===== src/rtl/display_scan_ctrl.sv =====
// Time-multiplexed common-anode 7-segment scan controller with blanking gaps and
// double-buffered digit data that commits only at frame boundaries.
module display_scan_ctrl #(
    parameter int unsigned NUM_DIGITS   = 4,
    parameter int unsigned SHOW_CYCLES  = 100_000,
    parameter int unsigned BLANK_CYCLES = 1_000
) (
    input  logic                      clk,
    input  logic                      rst,
    input  logic                      load,
    input  logic [4*NUM_DIGITS-1:0]   digits_in,
    input  logic [NUM_DIGITS-1:0]     dp_in,
    input  logic [NUM_DIGITS-1:0]     digit_en,
    output logic [NUM_DIGITS-1:0]     an,
    output logic [6:0]                seg,
    output logic                      dp,
    output logic                      load_ack,
    output logic                      frame_done
);

    localparam int unsigned MaxCycles = (SHOW_CYCLES > BLANK_CYCLES) ? SHOW_CYCLES : BLANK_CYCLES;
    localparam int unsigned CntW      = $clog2(MaxCycles + 1);
    localparam int unsigned IdxW      = $clog2(NUM_DIGITS);

    localparam logic [CntW-1:0] BlankLoad = CntW'(BLANK_CYCLES);
    localparam logic [CntW-1:0] ShowLoad  = CntW'(SHOW_CYCLES);
    localparam logic [CntW-1:0] CntOne    = CntW'(1);
    localparam logic [IdxW-1:0] LastIdx   = IdxW'(NUM_DIGITS - 1);
    localparam logic [IdxW-1:0] IdxOne    = IdxW'(1);

    localparam logic [0:0] StBlank = 1'b0;
    localparam logic [0:0] StShow  = 1'b1;

    logic [0:0]              state_q, state_d;
    logic [IdxW-1:0]         idx_q, idx_d;
    logic [CntW-1:0]         cnt_q, cnt_d, blank_left;
    logic                    boundary;

    logic [4*NUM_DIGITS-1:0] active_digits_q, shadow_digits_q;
    logic [NUM_DIGITS-1:0]   active_dp_q, shadow_dp_q;
    logic [NUM_DIGITS-1:0]   active_en_q, shadow_en_q;
    logic                    pending_q;

    logic [NUM_DIGITS-1:0]   an_q, an_d;
    logic [6:0]              seg_q, seg_d;
    logic                    dp_q, dp_d;
    logic                    load_ack_q, frame_done_q;

    function automatic logic [6:0] hex7(input logic [3:0] v);
        case (v)
            4'h0:    hex7 = 7'h40;
            4'h1:    hex7 = 7'h79;
            4'h2:    hex7 = 7'h24;
            4'h3:    hex7 = 7'h30;
            4'h4:    hex7 = 7'h19;
            4'h5:    hex7 = 7'h12;
            4'h6:    hex7 = 7'h02;
            4'h7:    hex7 = 7'h78;
            4'h8:    hex7 = 7'h00;
            4'h9:    hex7 = 7'h10;
            4'hA:    hex7 = 7'h08;
            4'hB:    hex7 = 7'h03;
            4'hC:    hex7 = 7'h46;
            4'hD:    hex7 = 7'h21;
            4'hE:    hex7 = 7'h06;
            default: hex7 = 7'h0E;
        endcase
    endfunction

    // A zero count only occurs straight out of reset and stands for a fresh blank slot.
    assign blank_left = (cnt_q == '0) ? BlankLoad : cnt_q;

    always_comb begin
        state_d = state_q;
        idx_d   = idx_q;
        cnt_d   = cnt_q;
        if (state_q == StBlank) begin
            if (blank_left <= CntOne) begin
                state_d = StShow;
                cnt_d   = ShowLoad;
            end else begin
                cnt_d = blank_left - CntOne;
            end
        end else begin
            if (cnt_q <= CntOne) begin
                state_d = StBlank;
                cnt_d   = BlankLoad;
                idx_d   = (idx_q == LastIdx) ? '0 : idx_q + IdxOne;
            end else begin
                cnt_d = cnt_q - CntOne;
            end
        end
    end

    // The boundary edge is the one entering the last SHOW cycle of the last digit.
    assign boundary = (state_d == StShow) && (idx_d == LastIdx) && (cnt_d == CntOne);

    // Outputs use the pre-commit active data, so the committing frame's tail is unaffected.
    always_comb begin
        an_d  = '1;
        seg_d = 7'h7F;
        dp_d  = 1'b1;
        if (state_d == StShow) begin
            if (active_en_q[idx_d]) an_d[idx_d] = 1'b0;
            seg_d = hex7(active_digits_q[{idx_d, 2'b00} +: 4]);
            dp_d  = ~active_dp_q[idx_d];
        end
    end

    always_ff @(posedge clk) begin
        if (rst) begin
            state_q         <= StBlank;
            idx_q           <= '0;
            cnt_q           <= '0;
            active_digits_q <= '0;
            active_dp_q     <= '0;
            active_en_q     <= '1;  // zeros are visible out of reset
            shadow_digits_q <= '0;
            shadow_dp_q     <= '0;
            shadow_en_q     <= '0;
            pending_q       <= 1'b0;
            an_q            <= '1;
            seg_q           <= 7'h7F;
            dp_q            <= 1'b1;
            load_ack_q      <= 1'b0;
            frame_done_q    <= 1'b0;
        end else begin
            state_q      <= state_d;
            idx_q        <= idx_d;
            cnt_q        <= cnt_d;
            an_q         <= an_d;
            seg_q        <= seg_d;
            dp_q         <= dp_d;
            frame_done_q <= boundary;
            load_ack_q   <= boundary && (load || pending_q);
            if (boundary) begin
                if (load) begin
                    active_digits_q <= digits_in;
                    active_dp_q     <= dp_in;
                    active_en_q     <= digit_en;
                end else if (pending_q) begin
                    active_digits_q <= shadow_digits_q;
                    active_dp_q     <= shadow_dp_q;
                    active_en_q     <= shadow_en_q;
                end
                pending_q <= 1'b0;
            end else if (load) begin
                shadow_digits_q <= digits_in;
                shadow_dp_q     <= dp_in;
                shadow_en_q     <= digit_en;
                pending_q       <= 1'b1;
            end
        end
    end

    assign an         = an_q;
    assign seg        = seg_q;
    assign dp         = dp_q;
    assign load_ack   = load_ack_q;
    assign frame_done = frame_done_q;

endmodule

===== config.mk =====
export PLATFORM = sky130hd
export DESIGN_NAME = display_scan_ctrl
export DESIGN_NICKNAME = d
export VERILOG_FILES = /design/src/rtl/display_scan_ctrl.sv
export SDC_FILE = /design/constraint.sdc
export NUM_CORES = 1
export LEC_CHECK = 0
export CORE_MARGIN = 5
export CORE_UTILIZATION = 40
export DETAILED_ROUTE_END_ITERATION = 7
export PLACE_DENSITY_LB_ADDON = 0.08
export SYNTH_ARGS = -nofsm -noshare
export SYNTH_HDL_FRONTEND = slang
export SYNTH_SLANG_ARGS = --single-unit

===== constraint.sdc =====
create_clock -name clk -period 11.3 [get_ports clk]
set_clock_uncertainty 0.1 [all_clocks]
set_input_delay 3.39 -clock clk [delete_from_list [all_inputs] [get_ports clk]]
set_output_delay 3.39 -clock clk [all_outputs]
set_load 0.05 [all_outputs]

Word-level counts from Yosys, hierarchy flattened
Memory sizes are Yosys's and may differ from the RTL's. A register that Yosys moved wholly into a read port is not among the register bits.
Index checks and enable logic that the tools add are counted.
W data, S select, Z words.
Cells by class
  $add $sub $neg: 3
  muxes and demuxes: 22
  equal/unequal tests: 3
  reduce and logical (&&, ||, !) cells: 12
  bitwise logic cells: 5
  shifts and indexed selects: 1
  magnitude comparators: 4
Operators with widths (number)
  $mux W17: 4
  $le A17 B1 Y1 const B: 2
  $sub A17 B1 Y17 const B: 2
  $mux W16: 2
  $eq A17 B1 Y1 const B: 1
  $logic_not A17 Y1: 1
  $mux W4: 4
  $shiftx A16 B5 Y4: 1
  $mux W1: 6
  $mux W2: 3
  $bmux W1 S2: 2
  $eq A2 B2 Y1 const B: 2
  $logic_and A1 B1 Y1: 4
  $not A1 Y1: 4
  $not A4 Y4: 1
  $reduce_and A2 Y1: 2
  $reduce_or A2 Y1: 2
  $lt A2 B3 Y1 const B: 1
  $reduce_or A3 Y1: 1
  $add A2 B1 Y2 const B: 1
  $demux W1 S2: 1
  $ge A2 B1 Y1 const B: 1
  $reduce_bool A2 Y1: 1
  $logic_or A1 B1 Y1: 1
Word-level totals
  memory bits (read-only): 112
  logic and storage cells: 65
  bits in registers: 76
  memories: 1
  input bits: 27
Memory list
  (no name shown): depth 16, width 7, rd ports 1, clocked after Yosys merged registers in 1, write ports 0, RTL line 50  | case (v)

Depth between registers and ports, before layout
  depth in word-level cells: 9
  depth in mapped cells: 15
  gate-level depth less buffers: 13

Least setup slack after synthesis
Ideal clock, no wire load.
  path type: input to register
  start: input port load
  end: register active_digits_q[0]
  path slack: 6410 ps
  library setup time: 128 ps
  arrival: 4662 ps
  stages on the path: 7
  cell sequence: clkbuf_1 nor2_1 or4_1 buf_4 buf_6 mux2i_1 nor2_1
On the way
  word-level cells in the longest chain between the ends: 2
  elaborated cells between the ends (all ways): 3
  those cells by class: mux (1); reduce/logical (2)
Ends and longest elaborated chain
  start, declared: RTL line 10  | input logic load,
  $reduce_bool A2 Y1 (no line)
  $reduce_and A2 Y1 (no line)
  end signal, assigned: RTL line 138  | active_digits_q <= digits_in;
  end signal, assigned: RTL line 142  | active_digits_q <= shadow_digits_q;
  end, declared: RTL line 39  | logic [4*NUM_DIGITS-1:0] active_digits_q, shadow_digits_q;
Parallel ways exist; a longest one is shown, timed or not.
A chain may end at the register's enable or synchronous reset.

Final worst setup path
  start: input port load
  end: register active_digits_q[12]
Same word-level chain as after synthesis.

==> metrics.cfg <==
[clocking]
numCtsBuffers = 9
cts_hold_buf = 0
htree_levels = 3
tritoncts = done
post_cts_buffers = 0
clk_pin_slew_worst_paths_ps = 80
cts.sinks = 83
post_cts_resized = 0
clk_latency_ps = 350
clockRootBuffer = clkbuf_8
cts_buffer_depth = 2

[power]
p_per_area_nw_per_um2 = 229
peakVddDrop_mv = 0.106
leakage_uw = 0.00210

[worst_setup_path]
cpMaxStageDelayCell = clkdlybuf4s50_1
path_cells = clkdlybuf4s50_1 > buf_4 > nor2_1 > or4_1 > buf_4 > mux2i_1 > nor2_1
critPathRequiredTime_ps = 11410
cp-start-kind = input pin
cp_max_fo = 26
endpoint_kind = register
rrSetupSlack_ps = 7030
cp.arrival_ps = 5300
path_buf_inv = 3
critical_path_class = input pin to register
critPathTopFamily = buffers and inverters
cp_slowest_stage_delay_ps = 460

[synthesis]
synth-edff-count = 0
synthSimpleGateAreaFrac = 0.206
syn_inst = 462
syn_area_um2 = 4330
ys_ff_latch = 83
synth-xor-area-share = 0.0121
synth_top_family_by_area = multiplexers
syn_area_per_cell_um2 = 9.37
synth_compound_area_frac = 0.110
synthMuxAreaShare = 0.217
synth_adder_area_share = 0.0289
yosysWarningCount = 0
async_reset_ff_frac = 0
synth_cell_types = 57
ys_seq_area_frac = 0.384
ys.flop_type = dfxtp_1
syn_nets = 499

[cells_and_area]
antenna_cells = 0
mostFrequentLayoutCells = nor2_1 (83), dfxtp_1 (83), mux2i_1 (61)
final_nets = 527
area_growth_pct = 14.7
final_cells = 635
layout-drive-gt1-share = 0.121
stdcell_area_um2 = 4960

[floorplanning]
dieArea_um2 = 13000
initial_core_util = 0.403
chipWidth_um = 114
die_h_um = 114
coreArea_um2 = 10700
ios = 41
rows = 38

[timing]
hold_slack_ps = 301
fin_ws_ps = 6100
finalSetupViolations = 0
tightest_slew_ps = 1040
finalHoldViolCount = 0
rsz0062_at_grt = no
finalCriticalPeriod_ps = 5200
finalCritPeriodShare = 0.460
drv_slew = 0
max_slew_margin = 0.306
setup_tns_ps = 0
max_freq_mhz = 192

[route]
detail_route.wl_per_cell_um = 15.9
vias_per_cell = 5.45
drt_wl_total_mm = 10.1
drc_errors = 0
first_pass_iters = 4
vias = 3460
drtAntennaViolNets = 0
first_iter_violations = 169

[grt]
grt_overflow = 0
grt_usage = 0.165
grt_max_degree = 72
grt_antenna_before_repair = 0
grt_pass1_vias = 3462
grt_pass1_wl_mm = 17.2

[place]
postPlaceCellArea_um2 = 4770
post-place-ws_ps = 5730
gp_congestion = 0.908
place_inst = 619
dp_hpwl_mm = 7.17
port_buffers = 40

[flow_run]
maxCapViolCount = 0

[outcome]
outcome = finished, final reports clean

[worst_hold_path]
hp-class = register to register

## where the power goes
part	internal, µW	total [µW]	switching, µW
Clock	108	212	104
Sequential	335	396	61.0
Combinational	191	529	338
Total	634	1140	503
## layer usage
metal | track usage | routed length, µm | vias to the layer above
met5 | 0 | 0 | -
met2 | 0.275 | 4850 | 78
met3 | 0.0334 | 387 | 23
met4 | 0.0736 | 252 | 0
met1 | 0.205 | 4620 | 1633
li1 | - | - | 1726
## kinds of logic (layout without fill, tap and decap cells)
family	after synthesis	in the layout
fa+ha+maj	10	10
buf+inv	34	67
compound gates	72	72
xor+xnor	6	6
mux	90	90
simple gates	167	167
flops	83	83
## state kept, by name (all words and copies together), names as in the netlist, 2 cells and up
| name | flops |
|---|---|
| active_digits_q | 16 |
| active_dp_q | 4 |
| active_en_q | 4 |
| an | 4 |
| cnt_q | 17 |
| idx_q | 2 |
| seg | 7 |
| shadow_digits_q | 16 |
| shadow_dp_q | 4 |
| shadow_en_q | 4 |
## final cells by class
type / count / area [µm²]
multi-input combinational: 345 / 2480
clock inverter: 4 / 50.0
tap: 140 / 175
timing repair buffer: 44 / 425
clock buffer: 12 / 145
fill: 1087 / 5780
sequential: 83 / 1660
inverter: 7 / 26.3
## synthesized netlist by cell type (5+ instances only)
library cell | instances | area [µm²]
nand2_1 | 15 | 56.3
o21ai_0 | 16 | 80.1
xnor2_1 | 5 | 43.8
nand2b_1 | 5 | 31.3
ha_1 | 10 | 125
mux2_2 | 29 | 327
nor2_1 | 83 | 312
a211oi_1 | 6 | 45.0
a21oi_1 | 16 | 80.1
nor3_1 | 13 | 65.1
mux2i_1 | 61 | 611
nand4_1 | 9 | 56.3
buf_6 | 6 | 67.6
inv_1 | 6 | 22.5
clkbuf_1 | 15 | 56.3
nand3_1 | 13 | 65.1
dfxtp_1 | 83 | 1660
## final timing paths
| path | start | to | cells past startpoint |
|---|---|---|---|
| worst max-delay path | load | active_digits_q[12] | 7 |
| worst min-delay path | active_en_q[0] | an[0] | 1 |
| worst max register to register | cnt_q[6] | seg[3] | 11 |
| worst min register to register | active_en_q[0] | an[0] | 1 |
## per-stage QoR
step                       util  total power (µW)
after floorplan               -               790
after global placement    0.444               933
after detailed placement  0.444               926
after CTS                 0.462              1140
after global routing      0.462              1220
final                     0.462              1140
(Power assumes the default switching activity.)
